**src/rtl/inst_fetch.sv**
```systemverilog
// ---------------------------------------------------------------------------
// inst_fetch
//   Program counter and instruction-fetch stage. It holds the current PC,
//   issues a request/ready read to instruction memory, latches the returned
//   word into the instruction register, and slices that register into the
//   immediate / sub-op fields consumed by the downstream datapath mux stage.
//   The controller loads a new PC from the datapath (next_pc) via pc_load.
// ---------------------------------------------------------------------------
module inst_fetch #(
   parameter int                  AddrSize  = 10,
   parameter int                  DataSize  = 32,
   parameter logic [AddrSize-1:0] ResetPc   = {AddrSize{1'b0}},
   parameter int                  CountSize = 16
) (
   input  logic                 clk,
   input  logic                 rst,
   input  logic                 enable_fetch,
   input  logic                 pc_load,
   input  logic [AddrSize-1:0]  next_pc,
   output logic                 im_req,
   output logic [AddrSize-1:0]  im_addr,
   input  logic [DataSize-1:0]  im_rdata,
   input  logic                 im_ready,
   output logic [AddrSize-1:0]  current_pc,
   output logic [DataSize-1:0]  instruction,
   output logic                 ir_valid,
   output logic                 busy,
   output logic [4:0]           imm_5bit,
   output logic [13:0]          imm_14bit,
   output logic [14:0]          imm_15bit,
   output logic [19:0]          imm_20bit,
   output logic [23:0]          imm_24bit,
   output logic [1:0]           sub_op_sv,
   output logic [CountSize-1:0] fetch_count
);

   // IDLE: no word wanted; REQ: read outstanding; VALID: word held in IR.
   typedef enum logic [1:0] {
      ST_IDLE  = 2'd0,
      ST_REQ   = 2'd1,
      ST_VALID = 2'd2
   } state_t;

   // Saturating increment: the counter sticks at all-ones instead of wrapping
   // so a long-running system never reports a misleadingly small count.
   function automatic logic [CountSize-1:0] sat_inc(input logic [CountSize-1:0] value);
      logic [CountSize-1:0] result;
      if (value == {CountSize{1'b1}}) begin
         result = value;
      end else begin
         result = value + {{(CountSize-1){1'b0}}, 1'b1};
      end
      return result;
   endfunction

   state_t                state_r;
   state_t                state_nxt_s;
   logic [AddrSize-1:0]   pc_r;
   logic [AddrSize-1:0]   pc_nxt_s;
   logic [DataSize-1:0]   instr_r;
   logic [DataSize-1:0]   instr_nxt_s;
   logic                  ir_valid_r;
   logic                  ir_valid_nxt_s;
   logic                  im_req_r;
   logic                  im_req_nxt_s;
   logic [CountSize-1:0]  count_r;
   logic [CountSize-1:0]  count_nxt_s;

   // Next-state and next-register-value decode for the fetch controller.
   always_comb begin
      state_nxt_s    = state_r;
      pc_nxt_s       = pc_r;
      instr_nxt_s    = instr_r;
      ir_valid_nxt_s = ir_valid_r;
      count_nxt_s    = count_r;

      case (state_r)
         ST_IDLE: begin
            // A simultaneous load and fetch land on the same edge, so the
            // first REQ cycle already presents the newly loaded PC.
            if (pc_load) begin
               pc_nxt_s = next_pc;
            end else begin
               pc_nxt_s = pc_r;
            end
            if (enable_fetch) begin
               state_nxt_s = ST_REQ;
            end else begin
               state_nxt_s = ST_IDLE;
            end
         end

         ST_REQ: begin
            // Address is frozen here: pc_load/enable_fetch are not honoured
            // until the outstanding read has returned.
            if (im_ready) begin
               instr_nxt_s    = im_rdata;
               ir_valid_nxt_s = 1'b1;
               count_nxt_s    = sat_inc(count_r);
               state_nxt_s    = ST_VALID;
            end else begin
               state_nxt_s    = ST_REQ;
            end
         end

         ST_VALID: begin
            if (pc_load) begin
               pc_nxt_s       = next_pc;
               ir_valid_nxt_s = 1'b0;
               if (enable_fetch) begin
                  state_nxt_s = ST_REQ;
               end else begin
                  state_nxt_s = ST_IDLE;
               end
            end else if (enable_fetch) begin
               ir_valid_nxt_s = 1'b0;
               state_nxt_s    = ST_REQ;
            end else begin
               state_nxt_s    = ST_VALID;
            end
         end

         default: begin
            // Unreachable encoding: recover to a quiet, empty stage.
            state_nxt_s    = ST_IDLE;
            ir_valid_nxt_s = 1'b0;
         end
      endcase

      // Request is a registered copy of "we will be in REQ next cycle".
      if (state_nxt_s == ST_REQ) begin
         im_req_nxt_s = 1'b1;
      end else begin
         im_req_nxt_s = 1'b0;
      end
   end

   // State and datapath registers with synchronous reset.
   always_ff @(posedge clk) begin
      if (rst) begin
         state_r    <= ST_IDLE;
         pc_r       <= ResetPc;
         instr_r    <= {DataSize{1'b0}};
         ir_valid_r <= 1'b0;
         im_req_r   <= 1'b0;
         count_r    <= {CountSize{1'b0}};
      end else begin
         state_r    <= state_nxt_s;
         pc_r       <= pc_nxt_s;
         instr_r    <= instr_nxt_s;
         ir_valid_r <= ir_valid_nxt_s;
         im_req_r   <= im_req_nxt_s;
         count_r    <= count_nxt_s;
      end
   end

   assign current_pc  = pc_r;
   assign im_addr     = pc_r;
   assign im_req      = im_req_r;
   assign instruction = instr_r;
   assign ir_valid    = ir_valid_r;
   assign fetch_count = count_r;
   assign busy        = (state_r == ST_REQ);

   // Raw field slices of the IR; any sign/zero extension is done downstream.
   assign imm_5bit  = instr_r[14:10];
   assign imm_14bit = instr_r[13:0];
   assign imm_15bit = instr_r[14:0];
   assign imm_20bit = instr_r[19:0];
   assign imm_24bit = instr_r[23:0];
   assign sub_op_sv = instr_r[9:8];

endmodule

```
**config.mk**
```make
export PLATFORM = sky130hd
export DESIGN_NAME = inst_fetch
export DESIGN_NICKNAME = d
export VERILOG_FILES = /design/src/rtl/inst_fetch.sv
export SDC_FILE = /design/constraint.sdc
export NUM_CORES = 1
export LEC_CHECK = 0
export BUFFER_PORTS_ARGS = -buffer_cell sky130_fd_sc_hd__buf_2
export CORE_ASPECT_RATIO = 2
export CORE_MARGIN = 4
export CORE_UTILIZATION = 38
export CTS_CLUSTER_SIZE = 25
export DETAILED_ROUTE_END_ITERATION = 7
export PLACE_DENSITY = 0.86
export SYNTH_ARGS = -nofsm -noshare
export SYNTH_HDL_FRONTEND = slang
export SYNTH_SLANG_ARGS = --single-unit
```
**constraint.sdc**
```tcl
create_clock -name clk -period 1.8 [get_ports clk]
set_clock_uncertainty 0.2 [all_clocks]
set_input_delay 0 -clock clk [delete_from_list [all_inputs] [get_ports clk]]
set_output_delay 0 -clock clk [all_outputs]
set_load 0.1 [all_outputs]
```
* Word-level counts from Yosys, hierarchy flattened
Cells that the tools add are included.
** Operators by class
- Add/sub/neg operators :: 1
- Multipliers :: 0
- Divide/modulo/power cells :: 0
- $lt $le $gt $ge :: 0
- Equal/unequal tests :: 6
- Shifts and indexed selects :: 0
- Muxes and demuxes :: 10
- Bitwise operators :: 2
- Reduce and logical (&&, ||, !) cells :: 6
** Operator list (count)
- adder 16 x 1 -> 16 bit, second input constant :: 1
- equality test 16 bit, second input constant :: 1
- two-way mux 2 bit :: 3
- one-hot mux 2 bit (3 select lines) :: 1
- AND reduction 3 bit :: 2
- two-way mux 1 bit :: 5
- equality test 2 x 1 -> 1 bit, second input constant :: 2
- AND reduction 2 bit :: 2
- inequality test 3 bit, second input constant :: 1
- one-hot mux 1 bit (3 select lines) :: 1
- equality test 2 bit, second input constant :: 1
- logical NOT 2 bit :: 1
- inequality test 2 bit, second input constant :: 1
- inverter 1 bit :: 2
- OR reduction 2 bit :: 1
** Storage, ports and cells
- Bits in registers :: 62
- Bits in latches :: 0
- RAM bits :: 0
- Bits in read-only memories :: 0
- Input bits :: 47
- Output and inout port bits :: 151
- Word-level logic and storage cells :: 31
- Memories kept :: 0

* Longest topological paths before layout
Gate-level depths: netlist of run 1.
- Word-level depth :: 5
- Gate-level depth with buffers :: 6

* Worst setup path before layout of run 1
No wires, ideal clock.
- Kind :: register to register
- From :: register state_r[0]
- To :: register count_r[3] (netlist: fetch_count[3])
- Setup time :: 70 ps
- Data arrival time :: 2675 ps
- Slack :: -1146 ps
- Cell stages (with the launch flop) :: 5
- Buffers on the path :: 0
- Period minus slack after synthesis :: 2946 ps
- Cells stage by stage :: dfxtp_1 nor2b_1 nand2_1 or4_1 a21oi_1
** On the way
- Cells in the longest elaborated chain, start to end :: 2
** Ends and longest elaborated chain
- from (decl) :: line 56 : state_t state_r;
- from (signal assigned) :: line 148 : state_r <= state_nxt_s;
- equality test 2 x 1 -> 1 bit
- named net busy :: line 27 : output logic busy,
- AND reduction 3 bit (no line)
- to (signal assigned) :: line 146 : count_r <= {CountSize{1'b0}};
- to (signal assigned) :: line 153 : count_r <= count_nxt_s;
- to (decl) :: line 66 : logic [CountSize-1:0] count_r;
The timed path passes the listed nets, and every way through them passes these cells.
A chain may end at the register's enable or synchronous reset.

* Final worst setup path of run 1
- From :: register count_r[0] (netlist: fetch_count[0])
- To :: register count_r[9] (netlist: fetch_count[9])
** On the way
- Cells in the longest elaborated chain, start to end :: 3
** Ends and longest elaborated chain
- parallel branches: the longest is 3 deep, another holds adder 16 x 1 -> 16 bit
Several ways; the timed one is not identified.

==> reports/qor.csv, run 1 <==
stage,metric,value,unit
run_status,outcome,"finished, final reports clean",
global_route,wire length of the first global-routing pass,14000,microns
power_and_ir_drop,NetSw,1.69,mW
synthesis,number of distinct library cells after synthesis,31,
power_and_ir_drop,sw frac,37.6,%
flow_run,max-cap check violation count,0,
worst_setup_path,nature of the critical path startpoint,flip-flop,
worst_setup_path,Setup crit end,fetch_count[9],
sta,setup tns final,0,ps
floorplan,initial core utilization,38.9,%
clock_tree,maximum level of the CTS H-tree,3,
clock_tree,CTS tree,done,
final_layout,"count of placed standard cells in the final layout, fillers left out",643,
floorplan,total die area,0.00972,sq mm
power_and_ir_drop,Leak,2.23,nW
detailed_routing,detail-routed via count per cell,4.85,
worst_setup_path,data required time at the worst endpoint,1850,ps
synthesis,Synth top area share,40.2,%
worst_setup_path,Worst setup startpoint,fetch_count[0],
synthesis,number of synthesis warnings,0,
detailed_routing,wire length reported by the detailed router,9490,microns
power_and_ir_drop,Reg power frac,32.1,%
placed_design,number of cells after detailed placement,580,
final_layout,utilization of the core after routing,56.2,%
synthesis,share of async-settable or async-resettable flops after synthesis,0,%
final_layout,ratio of cells with drive above 1 in the final layout,46.8,%
sta,Final Cycle Share,96.5,%
worst_setup_path,register-to-register path setup slack,60,ps
floorplan,CORE AREA,0.00794,sq mm
power_and_ir_drop,power share of the combinational group,29.1,%
final_layout,"leading cell types in the layout, fill and taps excluded","sky130_fd_sc_hd__buf_2, sky130_fd_sc_hd__nand2_1, sky130_fd_sc_hd__a21oi_1, sky130_fd_sc_hd__dlygate4sd3_1, sky130_fd_sc_hd__dfxtp_1",
synthesis,average cell area after synthesis,8.00,sq um
clock_tree,master cell of the clock root buffer,sky130_fd_sc_hd__clkbuf_16,
placed_design,weighted congestion reported at the end of routability-driven placement,0.847,
synthesis,number of flops mapped to enable cells by yosys,0,
placed_design,Port Buffers,197,
floorplan,horizontal die dimension,71.7,microns
global_route,Overall Global Routing Usage,18.4,%
final_layout,Final #Nets,591,
floorplan,number of ports placed on the die boundary,198,
worst_setup_path,CP endpoint kind,flip-flop,
global_route,pin count of the biggest net entering global routing,44,
clock_tree,number of clock buffers inserted by TritonCTS,9,
placed_design,Detailed Place HPWL,6580,microns
final_layout,Area growth syn-to-layout,44.5,%
power_and_ir_drop,Cell Int Power,2.80,mW
detailed_routing,drt first pass iters,5,
global_route,overflow left after global routing,0,
worst_setup_path,launch point of the worst reg-to-reg path,fetch_count[0],
synthesis,netlist area before placement,0.00309,sq mm
synthesis,largest area contributor in the netlist,sky130_fd_sc_hd__dfxtp_1,
synthesis,"flops & latches, synth",62,
synthesis,synth top area cells,"sky130_fd_sc_hd__dfxtp_1, sky130_fd_sc_hd__buf_4, sky130_fd_sc_hd__nand2_1",
worst_setup_path,kind of critical path,reg2reg,
final_layout,number of inserted diodes,0,
detailed_routing,count of nets left with antenna violations after detail routing,0,
detailed_routing,# DRC,0,
clock_tree,Skew-Pair Late Insertion Delay,320,ps
sta,final setup violation count,0,
detailed_routing,total number of vias,3121,
synthesis,sequential fraction of the synthesis area,40.2,%
sta,Max Clk Rate,576,MHz
synthesis,number of nets produced by synthesis,434,
clock_tree,deepest clock path buffer count,2,
worst_setup_path,r2r worst-path depth,6,
worst_setup_path,capture point of the worst reg-to-reg path,fetch_count[9],
floorplan,height of the die,135,microns
power_and_ir_drop,total power draw,4.49,mW
clock_tree,number of sinks on the clock net,62,
power_and_ir_drop,power density over cell area,1010,mW/mm^2
synthesis,Post-synth top flop,sky130_fd_sc_hd__dfxtp_1,
global_route,antenna violations before repair,0,
sta,worst relative slew slack,66.4,%
floorplan,FP Rows,46,
sta,"Slew Viols, Final",0,
sta,transition time of the tightest slew-check pin,508,ps
clock_tree,Clock Pin Slew Worst Setup and Hold Paths,50,ps
sta,setup repair after global routing missed its margin,false,
final_layout,most frequent standard cell in the layout excluding fill and tap cells,sky130_fd_sc_hd__buf_2,
sta,worst hold margin,252,ps
global_route,vias in the first global route,2886,
synthesis,cell count after synthesis,386,
sta,crit path time final,1740,ps
sta,final hold vios,0,
power_and_ir_drop,clock network fraction of total power,38.9,%
worst_setup_path,Worst EP arrival,1780,ps
worst_hold_path,Worst Hold Class,reg2reg,
power_and_ir_drop,peak supply drop,0.522,mV
detailed_routing,count of routing violations after the opening detailed-route iteration,162,
detailed_routing,final routed wire length divided by cell count,14.8,microns
worst_setup_path,maximum fanout along the worst path,14,
[layer usage]
layer  vias to the layer above  share of wire, %  GRT usage, %
met5                         -                 0             0
met4                         0               1.7          7.32
met3                        14               6.8          5.13
met2                       139                59          35.8
met1                      1454                32          17.4
li1                       1514                 -             -
[timing repair]
action | 4_1_cts | 5_1_grt
setup buffers | 0 | 1
endpoints found under the setup margin | 0 | 10
endpoints found under the hold margin | 57 | 0
gates resized for setup | 0 | 7
hold buffers | 47 | 0
[cell type report]
type	instances	area, sq um
fillers	694	3480
clock inverters	3	41.3
well taps	96	120
clock buffers	12	267
flip-flops and latches	62	1310
inverters	3	11.3
multi-input cells	213	1160
repair buffers	254	1560
[flip-flops by register name, summed over array words and instances, names as in the netlist]
signal / count
instruction: 32
fetch_count: 16
current_pc: 10
state_r: 2
im_req: 1
ir_valid: 1
[worst min path at each step]
stage                               start         endpoint  slack, ps  cells after the start
after floorplan              im_rdata[10]  instruction[10]        -60                      2
after global placement       im_rdata[25]  instruction[25]         40                      3
after detailed placement     im_rdata[13]  instruction[13]         50                      3
after CTS                 instruction[29]  instruction[29]        250                      2
after global routing         im_rdata[12]  instruction[12]        260                      4
final                     instruction[29]  instruction[29]        250                      2
[synthesized netlist by cell type, types with 2 or more instances]
cell,instances
sky130_fd_sc_hd__nor3_1,2
sky130_fd_sc_hd__buf_4,90
sky130_fd_sc_hd__inv_1,3
sky130_fd_sc_hd__and3_1,2
sky130_fd_sc_hd__nand2_1,91
sky130_fd_sc_hd__dfxtp_1,62
sky130_fd_sc_hd__and4_1,2
sky130_fd_sc_hd__nand4_1,3
sky130_fd_sc_hd__nand3_1,5
sky130_fd_sc_hd__nor4_2,2
sky130_fd_sc_hd__or4_1,9
sky130_fd_sc_hd__o21ai_1,2
sky130_fd_sc_hd__o31ai_1,9
sky130_fd_sc_hd__nor2_1,5
sky130_fd_sc_hd__clkbuf_1,13
sky130_fd_sc_hd__buf_2,4
sky130_fd_sc_hd__a21oi_1,59
sky130_fd_sc_hd__nand4_2,2
sky130_fd_sc_hd__or3_1,5
sky130_fd_sc_hd__o21ai_0,5
[critical path: stages (launching register included)]
cell                      delay, ps
sky130_fd_sc_hd__dfxtp_4        360
sky130_fd_sc_hd__ha_4           170
sky130_fd_sc_hd__nand3_2        100
sky130_fd_sc_hd__nor4_4          40
sky130_fd_sc_hd__buf_6          150
sky130_fd_sc_hd__or4_1          490
sky130_fd_sc_hd__a21oi_2        150
[power groups by stage]
stage / logic (mW) / registers, mW / clock network (mW)
final: 1.30 / 1.44 / 1.75
after floorplan: 0.809 / 1.78 / 0
after CTS: 1.30 / 1.44 / 1.80
after detailed placement: 1.22 / 1.47 / 0
after global placement: 1.21 / 1.46 / 0
after global routing: 1.34 / 1.44 / 1.87
[through the flow]
stage               setup WS [ps]  area [sq um]
finish                       63.2          4460
floorplan                   -77.6          3210
global placement             60.5          3650
global route                 9.54          4460
CTS                          1.18          4430
detailed placement           10.5          3650
[cells by family after synthesis]
kind of cell | Yosys count | synth area share, %
AO/OA/AOI/OAI | 76 | 13.2
XOR/XNOR | 1 | 0.284
adder cells (fa/ha/maj) | 1 | 0.405
buffers and inverters | 111 | 24.8
flip-flops | 62 | 40.2
multiplexers | 1 | 0.324
AND/OR/NAND/NOR | 134 | 20.8
Note: power is estimated with default switching activity, not from simulation.
==> run 2, diff against run 1 <==
SETUP_SLACK_MARGIN = 0.2   (was default)
==> run 2 against run 1 <==
Critical endpoint is now fetch_count[15]. Cell count grew 1.6%. First-iteration DRC count down 9.9%. Die area is the same. Wire length is 4.8% higher. Worst setup slack worse by 1.4 ps. Global-route usage rose by 0.64 points. Sequential power hardly changed.
==> reports/qor.csv, run 2 (synthesis results as in run 1) <==
stage,metric,value,unit
run_status,outcome,"finished, final reports clean",
final_layout,utilization of the core after routing,57.5,%
worst_setup_path,CP endpoint kind,flip-flop,
placed_design,weighted congestion reported at the end of routability-driven placement,0.789,
final_layout,"flip-flop count of the largest register, all copies and words added",32,
detailed_routing,total number of vias,3201,
worst_hold_path,Worst Hold Class,in2reg,
floorplan,horizontal die dimension,71.7,microns
sta,setup repair after global routing missed its margin,true,
detailed_routing,# DRC,0,
worst_setup_path,cell at the slowest stage of the critical path,sky130_fd_sc_hd__or4_1,
final_layout,ratio of cells with drive above 1 in the final layout,51.3,%
final_layout,Final #Nets,600,
worst_setup_path,Worst path max stage delay,520,ps
final_layout,number of fillers in the final layout,690,
global_route,wire length of the first global-routing pass,14500,microns
global_route,pin count of the biggest net entering global routing,42,
clock_tree,deepest clock path buffer count,2,
global_route,Overall Global Routing Usage,19.1,%
floorplan,CORE AREA,0.00794,sq mm
final_layout,"leading cell types in the layout, fill and taps excluded","sky130_fd_sc_hd__buf_2, sky130_fd_sc_hd__nand2_1, sky130_fd_sc_hd__a21oi_1, sky130_fd_sc_hd__dlygate4sd3_1, sky130_fd_sc_hd__dfxtp_1",
floorplan,height of the die,135,microns
global_route,vias in the first global route,2961,
worst_setup_path,nature of the critical path startpoint,flip-flop,
sta,final setup violation count,0,
worst_setup_path,"critical path, cell by cell","nand4_1, buf_4, nor4_4, or4_1, a21oi_1",
placed_design,Port Buffers,197,
worst_setup_path,cell family with most CP delay,simple AND/OR/NAND/NOR gates,
global_route,overflow left after global routing,0,
final_layout,number of inserted diodes,0,
detailed_routing,count of nets left with antenna violations after detail routing,0,
detailed_routing,drt first pass iters,7,
final_layout,Area growth syn-to-layout,47.9,%
detailed_routing,final routed wire length divided by cell count,15.2,microns
worst_setup_path,maximum fanout along the worst path,6,
sta,worst relative slew slack,66.2,%
clock_tree,Clock Pin Slew Worst Setup and Hold Paths,50,ps
clock_tree,maximum level of the CTS H-tree,3,
sta,Final Cycle Share,96.6,%
sta,final hold vios,0,
clock_tree,Skew-Pair Late Insertion Delay,320,ps
detailed_routing,detail-routed via count per cell,4.90,
sta,"Slew Viols, Final",0,
sta,transition time of the tightest slew-check pin,511,ps
worst_setup_path,Worst EP arrival,1780,ps
floorplan,initial core utilization,38.9,%
sta,worst hold margin,126,ps
clock_tree,master cell of the clock root buffer,sky130_fd_sc_hd__clkbuf_16,
power_and_ir_drop,power density over cell area,930,mW/mm^2
placed_design,Detailed Place HPWL,6390,microns
sta,Max Clk Rate,575,MHz
floorplan,FP Rows,46,
global_route,antenna violations before repair,0,
final_layout,most frequent standard cell in the layout excluding fill and tap cells,sky130_fd_sc_hd__buf_2,
detailed_routing,count of routing violations after the opening detailed-route iteration,146,
worst_setup_path,kind of critical path,reg2reg,
power_and_ir_drop,Leak,2.28,nW
worst_setup_path,data required time at the worst endpoint,1850,ps
clock_tree,CTS tree,done,
worst_setup_path,Critical path buffers and inverters,1,
sta,crit path time final,1740,ps
detailed_routing,wire length reported by the detailed router,9940,microns
flow_run,max-cap check violation count,0,
power_and_ir_drop,peak supply drop,0.641,mV
clock_tree,number of clock buffers inserted by TritonCTS,9,
clock_tree,number of sinks on the clock net,62,
floorplan,number of ports placed on the die boundary,198,
floorplan,total die area,0.00972,sq mm
-- run 2: cell types whose count changed in the layout (fill, tap and decap cells not counted), moves of 2 or more --
| cell | previous run | this run |
|---|---|---|
| sky130_fd_sc_hd__dfxtp_2 | 0 | 17 |
| sky130_fd_sc_hd__clkbuf_8 | 3 | 0 |
| sky130_fd_sc_hd__clkbuf_1 | 0 | 2 |
| sky130_fd_sc_hd__buf_4 | 7 | 14 |
| sky130_fd_sc_hd__or4_1 | 9 | 7 |
| sky130_fd_sc_hd__or4_4 | 0 | 2 |
| sky130_fd_sc_hd__buf_6 | 1 | 3 |
| sky130_fd_sc_hd__clkinv_2 | 1 | 3 |
| sky130_fd_sc_hd__dfxtp_1 | 45 | 29 |
-- run 2: stage by stage --
stage | total power [mW] | instances | TNS (ps) | setup WS (ps) | cell area (sq um)
2_1_floorplan | 2.59 | 386 | -1130 | -77.6 | 3240
3_3_place_gp | 2.68 | 579 | 0 | 79.6 | 3650
3_5_place_dp | 2.69 | 579 | 0 | 47.6 | 3650
4_1_cts | 4.29 | 647 | 0 | 113 | 4480
5_1_grt | 4.40 | 653 | 0 | 6.15 | 4570
6_report | 4.25 | 653 | 0 | 61.8 | 4570
-- run 2: final cells by class --
type / instances / area, sq um / area share, %
clock inverters: 5 / 26.3 / 0.575
flip-flops and latches: 62 / 1320 / 29.0
inverters: 3 / 11.3 / 0.247
well taps: 96 / 120 / 2.63
repair buffers: 263 / 1650 / 36.1
multi-input cells: 213 / 1210 / 26.4
clock buffers: 11 / 233 / 5.09
-- run 2: worst register-to-register path, stage by stage (launching register included) --
cell and delay, ps:
sky130_fd_sc_hd__dfxtp_4 360, sky130_fd_sc_hd__nand4_1 240, sky130_fd_sc_hd__buf_4 180, sky130_fd_sc_hd__nor4_4 50
sky130_fd_sc_hd__or4_1 520, sky130_fd_sc_hd__a21oi_1 120
-- run 2: per-layer routing --
metal	global-route usage, %	routed length (microns)	up-vias
met4	9.41	282	0
li1	-	-	1536
met3	3.79	661	26
met5	0	0	-
met1	18.7	3240	1486
met2	36.5	5760	153
-- run 2: timing repair --
item,CTS,global route
gates cloned,1,0
buffers inserted,5,6
gates resized for setup,11,12
endpoints found under the setup margin,22,49
hold endpoints to repair,50,0
pin swaps,11,4
hold buffers,46,0
-- run 2: power breakdown --
part | internal, mW | switching, mW
combinational | 0.238 | 1.08
clock | 0.917 | 0.567
sequential | 1.40 | 0.0400
-- run 2: worst paths after layout --
| kind | startpoint | to | slack (ps) | cells past startpoint |
|---|---|---|---|---|
| worst max-delay path | fetch_count[6] | fetch_count[15] | 60 | 5 |
| worst min-delay path | im_ready | fetch_count[8] | 130 | 5 |
| worst max register to register | fetch_count[6] | fetch_count[15] | 60 | 5 |
| worst min register to register | instruction[26] | instruction[26] | 250 | 2 |
